### src/rtl/serial_word_shifter.sv
// Parallel-to-serial word shifter: first bit is on dataout the cycle after the load edge, one bit per clk.
// load_ready is high in IDLE, and also on the last bit when GAP=0 so back-to-back words stream with no idle bit.
module serial_word_shifter #(
    parameter int   WIDTH      = 8,
    parameter int   GAP        = 0,
    parameter logic IDLE_LEVEL = 1'b1,
    parameter bit   MSB_FIRST  = 1'b1
) (
    input  logic             clk,
    input  logic             reset,
    input  logic [WIDTH-1:0] load_data,
    input  logic             load_valid,
    output logic             load_ready,
    output logic             dataout,
    output logic             busy,
    output logic             word_done
);
    localparam int CW = $clog2(WIDTH);
    localparam int GW = (GAP > 0) ? $clog2(GAP + 1) : 1;
    localparam logic [CW-1:0] LAST_BIT   = CW'(WIDTH - 1);
    localparam logic [CW-1:0] PENULT_BIT = CW'(WIDTH - 2);
    localparam logic [GW-1:0] LAST_GAP   = GW'((GAP > 0) ? GAP - 1 : 0);

    typedef enum logic [1:0] {
        S_IDLE,
        S_SHIFT,
        S_GAP
    } state_t;

    state_t           r_state;
    logic [CW-1:0]    r_bit_cnt;
    logic [GW-1:0]    r_gap_cnt;
    logic [WIDTH-1:0] r_shift;
    logic             r_dataout;
    logic             r_busy;
    logic             r_word_done;

    logic             w_last;
    logic             w_load_ready;
    logic             w_xfer;
    logic             w_first_bit;
    logic [WIDTH-1:0] w_load_rest;
    logic             w_next_bit;
    logic [WIDTH-1:0] w_shift_rest;

    assign w_last       = (r_state == S_SHIFT) && (r_bit_cnt == LAST_BIT);
    assign w_load_ready = !reset && ((r_state == S_IDLE) || ((GAP == 0) && w_last));
    assign w_xfer       = load_valid && w_load_ready;

    // The register holds only the bits not yet on the line, pre-shifted toward the output end.
    assign w_first_bit  = MSB_FIRST ? load_data[WIDTH-1] : load_data[0];
    assign w_load_rest  = MSB_FIRST ? (load_data << 1) : (load_data >> 1);
    assign w_next_bit   = MSB_FIRST ? r_shift[WIDTH-1] : r_shift[0];
    assign w_shift_rest = MSB_FIRST ? (r_shift << 1) : (r_shift >> 1);

    always_ff @(posedge clk) begin
        if (reset) begin
            r_state     <= S_IDLE;
            r_bit_cnt   <= '0;
            r_gap_cnt   <= '0;
            r_shift     <= '0;
            r_dataout   <= IDLE_LEVEL;
            r_busy      <= 1'b0;
            r_word_done <= 1'b0;
        end else if (w_xfer) begin
            r_state     <= S_SHIFT;
            r_bit_cnt   <= '0;
            r_shift     <= w_load_rest;
            r_dataout   <= w_first_bit;
            r_busy      <= 1'b1;
            r_word_done <= 1'b0;
        end else begin
            r_word_done <= 1'b0;
            case (r_state)
                S_IDLE: begin
                    r_dataout <= IDLE_LEVEL;
                    r_busy    <= 1'b0;
                end
                S_SHIFT: begin
                    if (!w_last) begin
                        r_bit_cnt   <= r_bit_cnt + 1'b1;
                        r_shift     <= w_shift_rest;
                        r_dataout   <= w_next_bit;
                        r_word_done <= (r_bit_cnt == PENULT_BIT);
                    end else if (GAP > 0) begin
                        r_state   <= S_GAP;
                        r_bit_cnt <= '0;
                        r_gap_cnt <= '0;
                        r_dataout <= IDLE_LEVEL;
                        r_busy    <= 1'b1;
                    end else begin
                        r_state   <= S_IDLE;
                        r_bit_cnt <= '0;
                        r_dataout <= IDLE_LEVEL;
                        r_busy    <= 1'b0;
                    end
                end
                S_GAP: begin
                    r_dataout <= IDLE_LEVEL;
                    if (r_gap_cnt == LAST_GAP) begin
                        r_state   <= S_IDLE;
                        r_gap_cnt <= '0;
                        r_busy    <= 1'b0;
                    end else begin
                        r_gap_cnt <= r_gap_cnt + 1'b1;
                    end
                end
                default: begin
                    r_state   <= S_IDLE;
                    r_dataout <= IDLE_LEVEL;
                    r_busy    <= 1'b0;
                end
            endcase
        end
    end

    assign load_ready = w_load_ready;
    assign dataout    = r_dataout;
    assign busy       = r_busy;
    assign word_done  = r_word_done;

endmodule

### config.mk
export PLATFORM = sky130hd
export DESIGN_NAME = serial_word_shifter
export DESIGN_NICKNAME = d
export VERILOG_FILES = /design/src/rtl/serial_word_shifter.sv
export SDC_FILE = /design/constraint.sdc
export NUM_CORES = 1
export LEC_CHECK = 0
export CORE_MARGIN = 1.5
export CORE_UTILIZATION = 46
export DETAILED_ROUTE_END_ITERATION = 8
export PLACE_DENSITY = 0.75
export SLEW_MARGIN = 25
export SYNTH_ARGS = -nofsm -noshare
export SYNTH_HDL_FRONTEND = slang
export SYNTH_SLANG_ARGS = --single-unit
### constraint.sdc
create_clock -name clk -period 1.59 [get_ports clk]
set_input_delay 0.318 -clock clk [delete_from_list [all_inputs] [get_ports clk]]
set_output_delay 0.318 -clock clk [all_outputs]
set_load 0.03 [all_outputs]
==> reports/qor.yml, run 1 <==
global_routing:
  grt_max_degree: 15
  grt_total_usage_pct: 17.97
  first_global_vias: 442
  grt_overflow: 0
  global_route_wire_length_before_repair_um: 1849
  antenna_found_initial: 0
drt:
  detailedRoute.firstIterationViolations: 5
  drc: 0
  finalWirelength_um: 1249
  final_antenna_net_count: 0
  dr.pass1.iters: 2
  viasPerCell: 5.155
  num_vias: 531
  routedWlPerCell_um: 12.13
place:
  portBuffers: 14
  post_dp_cell_area_um2: 802.0
  hpwlAfterDp_um: 823.5
  numPlacedInstances: 95
  routabilityCongestion: 0.7230
synthesis:
  synthTopCellsByArea: "sky130_fd_sc_hd__dfxtp_1, sky130_fd_sc_hd__mux2i_1, sky130_fd_sc_hd__nor2_1, sky130_fd_sc_hd__ha_1, sky130_fd_sc_hd__a211oi_1"
  postSynthNetCount: 79
  yosys_warnings: 0
  synthesis.area_per_instance_um2: 9.605
  yosysUniqueCellTypes: 18
  ys_seq_area_share_pct: 44.89
  yosysTopAreaCellShare_pct: 44.89
  synth.largest_area_cell: "sky130_fd_sc_hd__dfxtp_1"
  netlist_instances: 65
  synth.cell_area_um2: 624.3
  number_of_synthesized_register_bits: 14
sta:
  fmax_mhz: 601.0
  whs_ns: 0.4568
  worst_slack_ns: -0.07383
  timing_hold_violations_final: 0
  worst_pin_slew_ns: 0.3149
  report.final.slew_viol_count: 0
  grt_setup_unrepaired: "yes"
  timing.final.setup_violations: 1
  period_share_pct: 104.6
  timing.final.crit_period_ns: 1.664
  timing.slew.headroom_pct: 78.97
  final.setup_skew_ns: 0.005998
pwr:
  irDropWorstVdd_mv: 0.6204
  power_density_nw_per_um2: 867.6
  power.leakage_nw: 0.4008
  report.power.total_mw: 0.7838
cts:
  clock_tree.root_cell: "sky130_fd_sc_hd__clkbuf_4"
  clk_transition_reported_paths_ns: 0.08
  tritoncts_clock_tree: "yes"
  post_cts_hold_buffer_count: 0
  tritoncts.num_buffers: 3
  cts_sinks: 14
  htreeDepth: 1
  ctsLongestPathBuffers: 2
  clock_latency_at_the_later_pin_of_the_worst_skew_pair_ns: 0.28
worst_setup_path:
  cp_launch_type: "flip-flop"
  cp_max_fo: 2
  buffers_plus_inverters_on_the_worst_setup_path: 1
  cp_slowest_stage_delay_ns: 0.36
  timing.critical_path.max_delay_family: "flip-flops"
  ff2ff_setup_slack_ns: 0.12
  crit_arrival_ns: 1.35
  endpoint_kind: "primary output"
  cpMostUsedCell: "sky130_fd_sc_hd__ha_4"
  critPathSlowestCell: "sky130_fd_sc_hd__dfxtp_2"
  cp_data_required_time_ns: 1.27
  critical_path_class: "flip-flop to primary output"
  crit_chain: "ha_4 -> ha_4 -> and2b_1 -> nor2_2 -> buf_6"
layout:
  layout-drive-gt1-share_pct: 23.86
  areaGrowthSynthToFinish_pct: 44.69
  finish.instance_area_um2: 903.4
  final_net_count: 103
  finalNonFillerCells: 103
  layout.filler_cells: 103
  insertedDiodeCount: 0
floorplanning:
  die_width_um: 39.84
  fp.coreArea_um2: 1285
  rows: 13
  total_i_o_pin_count: 15
  dieArea_um2: 1587
  floorplan.initialDensity_pct: 48.59
  chipHeight_um: 39.84
status:
  failed_checks: "setup timing"
  outcome: "finished with violations"
flow_run:
  max_cap_viols: 0
worst_hold_path:
  holdCritPathClass: "flip-flop to flip-flop"
## Yosys cell counts, drive strengths merged
library cell  count
a211oi            6
a21oi             3
and2b             1
buf               3
clkbuf            1
dfxtp            14
ha                3
inv               2
mux2i             7
nand2             3
nand2b            1
nor2             14
nor3              2
nor3b             3
o21bai            1
o32a              1
## report_power, final
part	internal [mW]	total [mW]	switching, mW
registers	0.373	0.387	0.0135
clock network	0.139	0.256	0.117
logic	0.0764	0.141	0.0642
## registers in the layout, summed over array words and instances (netlist names)
name	cells
busy	1
dataout	1
r_bit_cnt	3
r_shift	7
r_state	1
word_done	1
## metrics by stage
step	TNS (ns)	utilization [%]	worst slack (ns)
after floorplan	0	-	0.1242
after global placement	0	62.41	0.1664
after detailed placement	0	62.41	0.1255
after CTS	-0.09785	69.33	-0.09785
after global routing	-0.1267	70.30	-0.1267
final	-0.07383	70.30	-0.07383
## per-layer routing
metal / routed length (um) / GRT usage, % / vias to the layer above / part of all wire, %
li1: - / - / 268 / -
met1: 566 / 22.41 / 249 / 45
met2: 619 / 28.28 / 12 / 50
met3: 42 / 5.114 / 2 / 3.4
met4: 19 / 7.759 / 0 / 1.5
met5: 0 / 0 / - / 0
## worst register-to-register path, stage by stage (launching register included)
cell and delay [ns]:
sky130_fd_sc_hd__dfxtp_2 0.36, sky130_fd_sc_hd__ha_4 0.14, sky130_fd_sc_hd__ha_4 0.12, sky130_fd_sc_hd__and2b_1 0.19, sky130_fd_sc_hd__buf_4 0.13, sky130_fd_sc_hd__buf_4 0.14
sky130_fd_sc_hd__nor3b_1 0.20, sky130_fd_sc_hd__o21bai_1 0.08
## layout make-up
cell class,count,area [um^2],area share (%)
multi-input combinational,45,332.8,36.84
sequential,14,282.8,31.30
timing repair buffer,23,225.2,24.93
clock buffer,4,36.28,4.017
tap,15,18.77,2.078
inverter,2,7.507,0.8310
## repair_timing
item | 4_1_cts | 5_1_grt
setup endpoints to repair | 2 | 3
buffers inserted | 3 | 1
pin swaps | 1 | 1
cloned | 0 | 0
resized for setup | 8 | 2
## final timing paths
check	from	endpoint	depth (start not counted)
max	r_bit_cnt[0]	load_ready	5
min	busy	busy	2
max reg2reg	r_bit_cnt[0]	dataout	7
min reg2reg	busy	busy	2
## cell usage in the layout (no fill, tap or decap), drive strengths merged
cell type / n
nor2: 14
dfxtp: 14
clkdlybuf4s50: 10
buf: 10
mux2i: 7
a211oi: 6
clkbuf: 4
nor3b: 3
a21oi: 3
nand2: 3
ha: 3
inv: 2
nor3: 2
dlymetal6s2s: 2
and2b: 1
nand2b: 1
o21bai: 1
o32a: 1
dlygate4sd2: 1
## cell families after synthesis
group	synth area share (%)
muxes	11.22
DFF	44.89
AOI/OAI and AO/OA	14.03
adders and majority gates	6.013
and+or+nand+nor	17.64
buffers and inverters	6.211
Power figures use the tool's default switching activity.
==> run 2, diff against run 1 <==
CORE_AREA = 2 2 39 41   (was not set)
CORE_MARGIN = not set   (was 1.5)
CORE_UTILIZATION = not set   (was 46)
DIE_AREA = 0 0 41 43   (was not set)
PLACE_DENSITY = 0.76   (was 0.75)
clock period = 2 ns   (was 1.59 ns; I/O delays follow)
==> run 2 against run 1 <==
  * The run now ends clean
  * Worst setup slack better by 0.16 ns
  * Core utilization down 13 points
  * Routed wire length down 9.7%
  * Total power down 29%
  * Cell area down 13%
  * Count of clock-buffer cells in the layout down 1
  * Critical path depth unchanged
  * Critical path type unchanged
==> reports/qor.yml, run 2 (synthesis results as in run 1) <==
status:
  outcome: "finished clean"
worst_setup_path:
  cp_max_fo: 6
  endpoint_kind: "primary output"
  crit_chain: "ha_1 -> ha_1 -> and2b_1 -> nor2_1 -> buf_4"
  critPathSlowestCell: "sky130_fd_sc_hd__dfxtp_1"
  buffers_plus_inverters_on_the_worst_setup_path: 1
  cpMostUsedCell: "sky130_fd_sc_hd__ha_1"
  crit_arrival_ns: 1.51
  cp_slowest_stage_delay_ns: 0.34
  cp_data_required_time_ns: 1.60
  cp_launch_type: "flip-flop"
  critical_path_class: "flip-flop to primary output"
  timing.critical_path.max_delay_family: "adder cells"
cts:
  tritoncts.num_buffers: 3
  cts_sinks: 14
  clock_tree.root_cell: "sky130_fd_sc_hd__clkbuf_4"
  clk_transition_reported_paths_ns: 0.08
  tritoncts_clock_tree: "yes"
  ctsResizeCount: 0
  post_cts_hold_buffer_count: 0
  clock_latency_at_the_later_pin_of_the_worst_skew_pair_ns: 0.27
  htreeDepth: 1
  ctsLongestPathBuffers: 2
  cts_post_setup_buffers_inserted: 0
global_routing:
  globalRouteMet2Util_pct: 20.94
  global_route.usage.met1_pct: 19.93
  global_route_wire_length_before_repair_um: 1794
  grt_max_degree: 17
  grt.met3_usage_pct: 2.094
  busiest_layer: "met2"
  grt_total_usage_pct: 15.14
  grt_overflow: 0
  antenna_found_initial: 0
  first_global_vias: 430
sta:
  report.final.slew_viol_count: 0
  final.setup_skew_ns: 0.001452
  timing_hold_violations_final: 0
  grt_setup_unrepaired: "no"
  fmax_mhz: 522.7
  fin_setup_tns_ns: 0
  timing.final.setup_violations: 0
  worst_slack_ns: 0.08688
  worst_pin_slew_ns: 0.5996
  timing.slew.headroom_pct: 60.03
  period_share_pct: 95.66
  timing.final.crit_period_ns: 1.913
  whs_ns: 0.4674
floorplanning:
  rows: 14
  chipHeight_um: 43
  die_width_um: 41
  dieArea_um2: 1763
  total_i_o_pin_count: 15
  fp.coreArea_um2: 1384
  floorplan.initialDensity_pct: 45.12
layout:
  finish.instance_area_um2: 788.3
  layout_common_cells: "sky130_fd_sc_hd__nor2_1, sky130_fd_sc_hd__dfxtp_1, sky130_fd_sc_hd__clkdlybuf4s50_1, sky130_fd_sc_hd__mux2i_1, sky130_fd_sc_hd__a211oi_1"
  largest_reg_flops: 7
  insertedDiodeCount: 0
  layout-drive-gt1-share_pct: 10.00
  reg_top3: "r_shift: 7 flops, r_bit_cnt: 3 flops"
  postLayoutCoreUtil_pct: 56.96
  areaGrowthSynthToFinish_pct: 26.25
  finalNonFillerCells: 96
  largest-register: "r_shift"
  final_net_count: 96
drt:
  routedWlPerCell_um: 11.75
  drc: 0
  viasPerCell: 5.177
  finalWirelength_um: 1128
  final_antenna_net_count: 0
  detailedRoute.firstIterationViolations: 4
  num_vias: 497
  dr.pass1.iters: 4
pwr:
  power.leakage_nw: 0.3315
  combinationalPowerShare_pct: 17.0
  sequentialPowerShare_pct: 55.1
  p_switching_mw: 0.1421
  irDropWorstVdd_mv: 0.3279
  p_clk_share_pct: 27.9
  switching_share_pct: 25.50
  p_int_mw: 0.4150
  report.power.total_mw: 0.5571
  power_density_nw_per_um2: 706.7
place:
  hpwlAfterDp_um: 785.7
  portBuffers: 14
  numPlacedInstances: 93
  pre_cts_ws_ns: 0.3810
  post_dp_cell_area_um2: 765.7
  routabilityCongestion: 0.7445
worst_hold_path:
  holdCritPathClass: "flip-flop to flip-flop"
flow_run:
  max_cap_viols: 0
[run 2: cell count changes in the layout (fill, tap and decap cells not counted), moves of 2 or more]
cell / change
sky130_fd_sc_hd__dlymetal6s2s_1: -2
sky130_fd_sc_hd__ha_1: +2
sky130_fd_sc_hd__dfxtp_1: +2
sky130_fd_sc_hd__clkdlybuf4s50_1: +3
sky130_fd_sc_hd__ha_4: -2
sky130_fd_sc_hd__buf_4: -5
sky130_fd_sc_hd__dfxtp_2: -2
[run 2: metal layers]
layer	vias to the layer above	share of wire (%)
met5	-	0
met4	0	1.7
met3	2	6.9
met2	15	45
met1	224	47
li1	256	-
[run 2: power by group through the flow]
stage,Combinational [mW],Sequential (mW),Clock [mW]
finish,0.0946,0.307,0.156
global route,0.103,0.310,0.176
CTS,0.0955,0.307,0.163
detailed placement,0.0953,0.313,0
global placement,0.0946,0.313,0
floorplan,0.0555,0.317,0
[run 2: worst paths after layout]
check	cells past startpoint	slack (ns)	start	to
worst min register to register	2	0.47	r_bit_cnt[2]	word_done
worst max register to register	5	0.42	r_bit_cnt[0]	r_shift[6]
worst min-delay path	2	0.47	r_bit_cnt[2]	word_done
worst max-delay path	5	0.09	r_bit_cnt[0]	load_ready
[run 2: tightest hold or removal path: cells and delay by family, from the launching register on]
| kind | cells | cell delay [ns] |
|---|---|---|
| flip-flops | 1 | 0.33 |
| AND/OR/NAND/NOR | 2 | 0.10 |
[run 2: layout make-up]
cell class	count	area, um^2
Clock buffer	3	22.52
Timing Repair Buffer	16	152.6
Fill cell	129	595.6
Sequential cell	14	280.3
Multi-Input combinational cell	45	305.3
Inverter	2	7.507
Tap cell	16	20.02
